===== src/rtl/proc_control_unit.sv =====
// Multi-cycle control FSM for the 16-bit register-file/bus datapath.
// Define MVNZ_EN to enable the conditional move (opcode 0100, mvnz).
module proc_control_unit #(
    parameter int IR_W  = 10,
    parameter int CNT_W = 16
) (
    input  logic             clock,
    input  logic             reset,
    input  logic             run,
    input  logic [15:0]      din,
    input  logic             g_nz,
    output logic [IR_W-1:0]  ir,
    output logic [7:0]       rin,
    output logic [7:0]       rout,
    output logic             gout,
    output logic             dinout,
    output logic             irin,
    output logic             ain,
    output logic             gin,
    output logic             addsub,
    output logic             done,
    output logic             busy,
    output logic [CNT_W-1:0] icount
);

    typedef enum logic [2:0] {
        S_IDLE  = 3'd0,
        S_FETCH = 3'd1,
        S_EXEC1 = 3'd2,
        S_EXEC2 = 3'd3,
        S_EXEC3 = 3'd4
    } state_t;

    localparam logic [3:0] OP_MV   = 4'b0000;
    localparam logic [3:0] OP_MVI  = 4'b0001;
    localparam logic [3:0] OP_ADD  = 4'b0010;
    localparam logic [3:0] OP_SUB  = 4'b0011;
    localparam logic [3:0] OP_MVNZ = 4'b0100;

    state_t state;
    state_t state_nxt;

    logic [3:0] opcode;
    logic [2:0] reg_x;
    logic [2:0] reg_y;
    logic [7:0] sel_x;
    logic [7:0] sel_y;
    logic       is_mv;
    logic       is_mvi;
    logic       is_alu;
    logic       is_sub;
    logic       is_mvnz;
    logic       unused_din;

    assign opcode = ir[3:0];
    assign reg_x  = ir[6:4];
    assign reg_y  = ir[9:7];

    // Only the low IR_W bits of din reach the instruction register;
    // the full word is consumed by the datapath as an immediate.
    assign unused_din = ^din[15:IR_W];

    // One-hot register selects for the X and Y fields.
    assign sel_x = 8'h01 << reg_x;
    assign sel_y = 8'h01 << reg_y;

    assign is_mv  = (opcode == OP_MV);
    assign is_mvi = (opcode == OP_MVI);
    assign is_sub = (opcode == OP_SUB);
    assign is_alu = (opcode == OP_ADD) || is_sub;

`ifdef MVNZ_EN
    assign is_mvnz = (opcode == OP_MVNZ);
`else
    logic unused_gnz;
    assign is_mvnz    = 1'b0;
    assign unused_gnz = g_nz;
`endif

    // Next-state and strobe decode from the current state and ir.
    always_comb begin
        state_nxt = state;
        rin       = 8'h00;
        rout      = 8'h00;
        gout      = 1'b0;
        dinout    = 1'b0;
        irin      = 1'b0;
        ain       = 1'b0;
        gin       = 1'b0;
        addsub    = 1'b0;
        done      = 1'b0;
        busy      = (state != S_IDLE);

        unique case (state)
            S_IDLE: begin
                if (run) begin
                    state_nxt = S_FETCH;
                end
            end
            S_FETCH: begin
                irin      = 1'b1;
                state_nxt = S_EXEC1;
            end
            S_EXEC1: begin
                if (is_alu) begin
                    rout      = sel_x;
                    ain       = 1'b1;
                    state_nxt = S_EXEC2;
                end else begin
                    done = 1'b1;
                    if (is_mv) begin
                        rout = sel_y;
                        rin  = sel_x;
                    end else if (is_mvi) begin
                        dinout = 1'b1;
                        rin    = sel_x;
                    end else if (is_mvnz) begin
                        rout = sel_y;
                        rin  = g_nz ? sel_x : 8'h00;
                    end
                end
            end
            S_EXEC2: begin
                rout      = sel_y;
                gin       = 1'b1;
                addsub    = is_sub;
                state_nxt = S_EXEC3;
            end
            S_EXEC3: begin
                gout = 1'b1;
                rin  = sel_x;
                done = 1'b1;
            end
            default: begin
                state_nxt = S_IDLE;
            end
        endcase

        // Every instruction ends by chaining to the next fetch or idling.
        if (done) begin
            state_nxt = run ? S_FETCH : S_IDLE;
        end
    end

    // State register; reset abandons any partial instruction.
    always_ff @(posedge clock or posedge reset) begin
        if (reset) begin
            state <= S_IDLE;
        end else begin
            state <= state_nxt;
        end
    end

    // Instruction register, captured during FETCH.
    always_ff @(posedge clock or posedge reset) begin
        if (reset) begin
            ir <= '0;
        end else if (irin) begin
            ir <= din[IR_W-1:0];
        end
    end

    // Retired-instruction counter, free-running wrap.
    always_ff @(posedge clock or posedge reset) begin
        if (reset) begin
            icount <= '0;
        end else if (done) begin
            icount <= icount + {{(CNT_W-1){1'b0}}, 1'b1};
        end
    end

endmodule


===== config.mk =====
export PLATFORM = sky130hd
export DESIGN_NAME = proc_control_unit
export DESIGN_NICKNAME = d
export VERILOG_FILES = /design/src/rtl/proc_control_unit.sv
export SDC_FILE = /design/constraint.sdc
export NUM_CORES = 1
export LEC_CHECK = 0
export ABC_CLOCK_PERIOD_IN_PS = 4500
export CAP_MARGIN = 20
export CORE_ASPECT_RATIO = 0.75
export CORE_MARGIN = 1
export CORE_UTILIZATION = 45
export CTS_CLUSTER_SIZE = 40
export DETAILED_ROUTE_END_ITERATION = 8
export GPL_ROUTABILITY_DRIVEN = 0
export HOLD_SLACK_MARGIN = 0.08
export PLACE_DENSITY = 0.85
export SETUP_SLACK_MARGIN = 0.15
export SLEW_MARGIN = 10
export SYNTH_ARGS = -nofsm -noshare
export SYNTH_HDL_FRONTEND = slang
export SYNTH_SLANG_ARGS = --single-unit

===== constraint.sdc =====
create_clock -name clock -period 4.5 [get_ports clock]
set_clock_uncertainty 0.2 [all_clocks]
set_input_delay 0.675 -clock clock [delete_from_list [all_inputs] [get_ports clock]]
set_output_delay 0.675 -clock clock [all_outputs]
set_load 0.01 [all_outputs]

==> flow_metrics.py, run 1 <==
metrics = {
    "route": {
        "vias": 1368,
        "viasPerCell": 5.43,
        "avgRoutedWirePerCell_um": 15.0,
        "drt_iter0_drc": 70,
        "drtPass1Iterations": 4,
        "wl_um": 3780,
        "ant_nets": 0,
        "drc": 0,
    },
    "worst_setup_path": {
        "path_class": "reg2out",
        "critical-path-max-stage-delay_ns": 0.61,
        "cp.required_ns": 3.62,
        "crit_chain": "or3b_1, nor3_4, nand2b_2, o32ai_1, clkdlybuf4s50_1",
        "crit_arrival_ns": 2.44,
        "cp-start-kind": "register",
        "slowest_stage": "clkdlybuf4s50_1",
        "end_kind": "output port",
        "cp_max_fo": 5,
    },
    "finish": {
        "drive_gt1_frac": 0.156,
        "fillers": 230,
        "multi_input_area_sq_um": 812,
        "area_growth_pct": 48.5,
        "nets": 232,
        "antennaDiodeCount": 0,
        "register_area_sq_um": 726,
    },
    "cts": {
        "postCtsSetupRepairBufs": 0,
        "cts_buffers": 5,
        "postCtsResizedCells": 0,
        "clock_path_buffers": 2,
        "cts_tree": "built",
        "cts-htree-levels": 2,
        "clock-sinks": 29,
        "clock_latency_ns": 0.28,
        "path_clk_slew_ns": 0.07,
        "clock-root-buffer": "clkbuf_8",
        "cts-hold-fix-buffers": 0,
    },
    "synthesis": {
        "yosysSeqAreaShare": 0.462,
        "netlist_area_sq_um": 1570,
        "synth_edf_count": 0,
        "synth_cells": 144,
        "async_flop_share": 1.00,
        "ys_warn_count": 0,
        "avgSynthCellArea_sq_um": 10.9,
        "ys_ff_latch": 29,
        "yosys_most_used_dff": "dfrtp_1",
        "synth_cell_types": 40,
        "syn_nets": 165,
    },
    "pwr": {
        "p_leak_nw": 0.912,
        "ir_worst_vdd_mv": 0.406,
        "power_density_nw_per_um2": 504,
    },
    "timing": {
        "hold_viol_final": 0,
        "finalSetupViolations": 0,
        "slew_viol_final": 0,
        "rsz0062_at_grt": "false",
        "min_period_ns": 3.32,
        "max_freq_mhz": 302,
        "holdWs_ns": 0.268,
        "period_share": 0.737,
        "slew_headroom": 0.649,
        "finalSetupTns_ns": 0,
        "worstMarginPinSlew_ns": 0.524,
    },
    "grt": {
        "grt_pass1_wl_um": 6090,
        "gr-usage-all-layers": 0.213,
        "antenna_found_initial": 0,
        "grt_max_degree": 30,
        "grt_pass1_vias": 1255,
        "overflow": 0,
    },
    "run_status": {
        "status": "finished clean",
    },
    "die": {
        "io_pins": 70,
        "die_area_sq_um": 3740,
        "die_h_um": 53.2,
        "start_util": 0.475,
        "dieWidth_um": 70.2,
        "rows": 18,
        "design.core.area_sq_um": 3310,
    },
    "placed_design": {
        "port_buffers": 62,
        "place_hpwl_um": 2880,
    },
    "hold_path": {
        "hp-class": "reg2reg",
    },
    "flow_run": {
        "drv_cap": 0,
    },
}
-- state kept, by name (all words and copies together) (netlist names) --
name / flops
icount: 16
ir: 10
state: 3
-- path summary, 6_finish.rpt --
check | start | endpoint | slack (ns) | cells after the start
max | ir[3]$_DFFE_PP0P_ | rout[0] | 1.18 | 5
min in group asynchronous | reset | ir[2]$_DFFE_PP0P_ | 0.49 | 2
max reg2reg | state[0]$_DFFE_PP0P_ | icount[10]$_DFFE_PP0P_ | 2.48 | 4
max in group asynchronous | reset | ir[8]$_DFFE_PP0P_ | 3.18 | 3
min | icount[15]$_DFFE_PP0P_ | icount[15]$_DFFE_PP0P_ | 0.27 | 1
min reg2reg | icount[15]$_DFFE_PP0P_ | icount[15]$_DFFE_PP0P_ | 0.27 | 1
-- routing by layer --
| layer | wire length (um) | track usage | share of wire |
|---|---|---|---|
| met1 | 1670 | 0.272 | 0.44 |
| met2 | 1870 | 0.359 | 0.49 |
| met3 | 203 | 0.0533 | 0.054 |
| met4 | 37 | 0.0700 | 0.0098 |
| met5 | 0 | 0 | 0 |
-- logic make-up after synthesis --
family,synth area share
AND/OR/NAND/NOR,0.287
adder cells (fa/ha/maj),0.00796
AO/OA/AOI/OAI,0.0565
multiplexers,0.0717
buffers and inverters,0.0215
flip-flops,0.462
XOR/XNOR,0.0939
-- metrics by stage --
| step | util | cell area [sq um] | setup WS, ns | power, mW | cells |
|---|---|---|---|---|---|
| after detailed placement | 0.672 | 2220 | 1.52 | 0.972 | 243 |
| after global placement | 0.672 | 2220 | 1.61 | 0.948 | 243 |
| after CTS | 0.697 | 2310 | 1.20 | 1.18 | 251 |
| final | 0.705 | 2330 | 1.18 | 1.18 | 252 |
| after floorplan | - | 1570 | 2.02 | 0.720 | 144 |
| after global routing | 0.705 | 2330 | 1.08 | 1.25 | 252 |
-- layout by cell type (no fill, tap or decap), types with 2 or more instances in the layout --
master,Yosys,final
nor3_4,2,2
nor2b_1,3,3
o32ai_1,2,2
inv_1,2,2
xnor2_1,11,11
mux2_2,10,10
nand2_1,12,12
nor2_1,11,11
clkdlybuf4s50_1,0,62
clkbuf_8,0,5
and3_1,3,3
nor3_2,3,3
clkinv_2,0,2
nand3_1,6,6
and4_1,3,3
nand3b_1,2,2
nand2b_1,6,6
nand4_1,2,2
xor2_1,4,4
and2_1,2,2
or3_1,2,2
nand2b_2,2,2
dfrtp_1,29,29
o22ai_1,6,6
-- cell type report --
type,count,share of cell area
tap,40,0.0214
sequential,29,0.311
clock buffer,6,0.0311
clock inverter,2,0.00429
timing repair buffer,64,0.281
inverter,2,0.00322
multi-input combinational,109,0.348
-- Yosys cell counts, types with 2 or more instances --
cell      number  area, sq um
xor2_1         4         35.0
dfrtp_1       29          726
and3_1         3         18.8
o32ai_1        2         17.5
nand3b_1       2         15.0
inv_1          2         7.51
nand4_1        2         12.5
mux2_2        10          113
nor3_4         2         32.5
nand2b_1       6         37.5
nand3_1        6         30.0
nand2b_2       2         17.5
xnor2_1       11         96.3
or3_1          2         12.5
and4_1         3         26.3
nor2_1        11         41.3
nor2b_1        3         18.8
buf_4          3         22.5
o22ai_1        6         37.5
nor3_2         3         30.0
and2_1         2         12.5
nand2_1       12         45.0
-- critical path: cells and delay by family (launching register included) --
kind	cells	cell delay, ns
compound gates	1	0.31
buf+inv	1	0.61
flops	1	0.41
simple gates	3	0.84
-- power by group --
group / switching [mW] / total [mW] / internal [mW]
combinational: 0.222 / 0.518 / 0.296
sequential: 0.120 / 0.455 / 0.335
clock: 0.0970 / 0.204 / 0.107
Power figures use the tool's default switching activity.
==> run 2: changes to the inputs <==
--- a/config.mk
+++ b/config.mk
@@ -5,16 +5,16 @@
 export SDC_FILE = /design/constraint.sdc
 export NUM_CORES = 1
 export LEC_CHECK = 0
-export ABC_CLOCK_PERIOD_IN_PS = 4500
+export ABC_CLOCK_PERIOD_IN_PS = 3000
 export CAP_MARGIN = 20
 export CORE_ASPECT_RATIO = 0.75
 export CORE_MARGIN = 1
-export CORE_UTILIZATION = 45
+export CORE_UTILIZATION = 38
 export CTS_CLUSTER_SIZE = 40
 export DETAILED_ROUTE_END_ITERATION = 8
 export GPL_ROUTABILITY_DRIVEN = 0
 export HOLD_SLACK_MARGIN = 0.08
-export PLACE_DENSITY = 0.85
+export PLACE_DENSITY = 0.77
 export SETUP_SLACK_MARGIN = 0.15
 export SLEW_MARGIN = 10
 export SYNTH_ARGS = -nofsm -noshare
==> constraint.sdc (replaced) <==
create_clock -name clock -period 3 [get_ports clock]
set_clock_uncertainty 0.2 [all_clocks]
set_input_delay 0.45 -clock clock [delete_from_list [all_inputs] [get_ports clock]]
set_output_delay 0.45 -clock clock [all_outputs]
set_load 0.01 [all_outputs]
==> run 2 against run 1 <==
Combinational power grew 50%. Non-clock buffer count rose by 1. Sequential power grew 51%. Critical path depth unchanged. First-iteration DRC count up 63%.
==> flow_metrics.py, run 2 (synthesis gave the netlist of run 1 again) <==
metrics = {
    "run_status": {
        "status": "finished clean",
    },
    "timing": {
        "hold_viol_final": 0,
        "max_freq_mhz": 360,
        "finalSetupTns_ns": 0,
        "holdWs_ns": 0.295,
        "finalSetupViolations": 0,
        "min_period_ns": 2.78,
        "slew_viol_final": 0,
        "rsz0062_at_grt": "false",
        "finalWorstSetupSlack_ns": 0.224,
        "slew_headroom": 0.660,
        "worstMarginPinSlew_ns": 0.507,
        "period_share": 0.925,
    },
    "cts": {
        "postCtsSetupRepairBufs": 0,
        "cts-htree-levels": 2,
        "clock-sinks": 29,
        "clock-root-buffer": "clkbuf_8",
        "clock_path_buffers": 2,
        "cts_tree": "built",
        "cts_buffers": 5,
        "path_clk_slew_ns": 0.06,
        "clock_latency_ns": 0.27,
    },
    "finish": {
        "fin_area_sq_um": 2340,
        "area_growth_pct": 48.7,
        "largest_register_ffs": 16,
        "nets": 233,
        "reg_top3": "icount x16, ir x10, state x3",
        "final_common_cell": "clkdlybuf4s50_1",
        "layout_common_cells": "48 x clkdlybuf4s50_1, 29 x dfrtp_1, 12 x nand2_1, 11 x xnor2_1, 11 x nor2_1",
        "final_util": 0.614,
        "largest_register": "icount",
        "antennaDiodeCount": 0,
        "fin_cells": 265,
        "fillers": 300,
        "drive_gt1_frac": 0.160,
    },
    "grt": {
        "grt_pass1_vias": 1299,
        "overflow": 0,
        "antenna_found_initial": 0,
        "grt_pass1_wl_um": 6670,
        "grt_max_degree": 30,
        "gr-usage-all-layers": 0.197,
    },
    "pwr": {
        "power_density_nw_per_um2": 755,
        "p_leak_nw": 1.05,
        "finalPower_mw": 1.76,
        "ir_worst_vdd_mv": 0.459,
    },
    "hold_path": {
        "hp-class": "reg2reg",
    },
    "die": {
        "die_h_um": 57.7,
        "start_util": 0.413,
        "io_pins": 70,
        "die_area_sq_um": 4400,
        "dieWidth_um": 76.3,
        "design.core.area_sq_um": 3800,
        "rows": 19,
    },
    "worst_setup_path": {
        "critical-path-max-stage-delay_ns": 0.57,
        "cp_max_fo": 5,
        "crit_chain": "or3_4, o21ai_2, nand3b_1, nor2_1, clkdlybuf4s50_1",
        "slowest_stage": "clkdlybuf4s50_1",
        "path_class": "reg2out",
        "end_kind": "output port",
        "cp.required_ns": 2.35,
        "reg2reg_slack_ns": 1.02,
        "crit_arrival_ns": 2.13,
        "cp-start-kind": "register",
    },
    "route": {
        "viasPerCell": 5.23,
        "drc": 0,
        "wl_um": 4040,
        "ant_nets": 0,
        "drtPass1Iterations": 4,
        "avgRoutedWirePerCell_um": 15.3,
        "drt_iter0_drc": 114,
        "vias": 1385,
    },
    "flow_run": {
        "drv_cap": 0,
    },
    "placed_design": {
        "place_inst": 257,
        "dpl_worst_slack_ns": 0.291,
        "port_buffers": 62,
        "placed_area_sq_um": 2250,
        "place_hpwl_um": 3060,
    },
}
-- run 2: power by group --
| group | leakage (nW) | internal [mW] | switching (mW) |
|---|---|---|---|
| registers | 0.371 | 0.502 | 0.184 |
| clock network | 0.0450 | 0.160 | 0.140 |
| logic | 0.629 | 0.435 | 0.342 |
-- run 2: path summary, 6_finish.rpt --
kind / start / to / cells past startpoint
worst max-delay path: ir[1]$_DFFE_PP0P_ / rin[6] / 5
worst min-delay path: icount[15]$_DFFE_PP0P_ / icount[15]$_DFFE_PP0P_ / 1
worst max register to register: state[0]$_DFFE_PP0P_ / icount[10]$_DFFE_PP0P_ / 4
worst min register to register: icount[15]$_DFFE_PP0P_ / icount[15]$_DFFE_PP0P_ / 1
max in group asynchronous: reset / icount[12]$_DFFE_PP0P_ / 3
min in group asynchronous: reset / icount[10]$_DFFE_PP0P_ / 3
-- run 2: worst max-delay path, delay by kind of cell, from the launching register on --
kind                   cells  cell delay [ns]
AND/OR/NAND/NOR            3             0.73
buffers and inverters      1             0.57
flip-flops                 1             0.42
AO/OA/AOI/OAI              1             0.13
-- run 2: timing repair --
item                                    in CTS  in global routing
endpoints found under the setup margin      12                  5
pin swaps                                    1                  0
hold buffers                                 0                  0
gates resized for setup                      9                  5
-- run 2: layout make-up --
class                   instances  area (sq um)  area share
repair buffers                 65           644       0.276
inverters                       2          7.51     0.00321
flip-flops and latches         29           726       0.310
clock inverters                 2          10.0     0.00428
clock buffers                   6          72.6      0.0310
well taps                      52          65.1      0.0278
multi-input cells             109           812       0.347
-- run 2: layer usage --
layer  vias up  share of wire  track usage
li1        650              -            -
met1       685           0.45        0.271
met3         4          0.058       0.0457
met2        46           0.48        0.304
met5         -              0            0
met4         0          0.014       0.0824
==> run 3: changes to the inputs <==
--- a/config.mk
+++ b/config.mk
@@ -6,7 +6,7 @@
 export NUM_CORES = 1
 export LEC_CHECK = 0
 export ABC_CLOCK_PERIOD_IN_PS = 3000
-export CAP_MARGIN = 20
+export CAP_MARGIN = 5
 export CORE_ASPECT_RATIO = 0.75
 export CORE_MARGIN = 1
 export CORE_UTILIZATION = 38
==> results of run 3 <==
No change in the layout: final DEF, timing and power equal those of run 2.
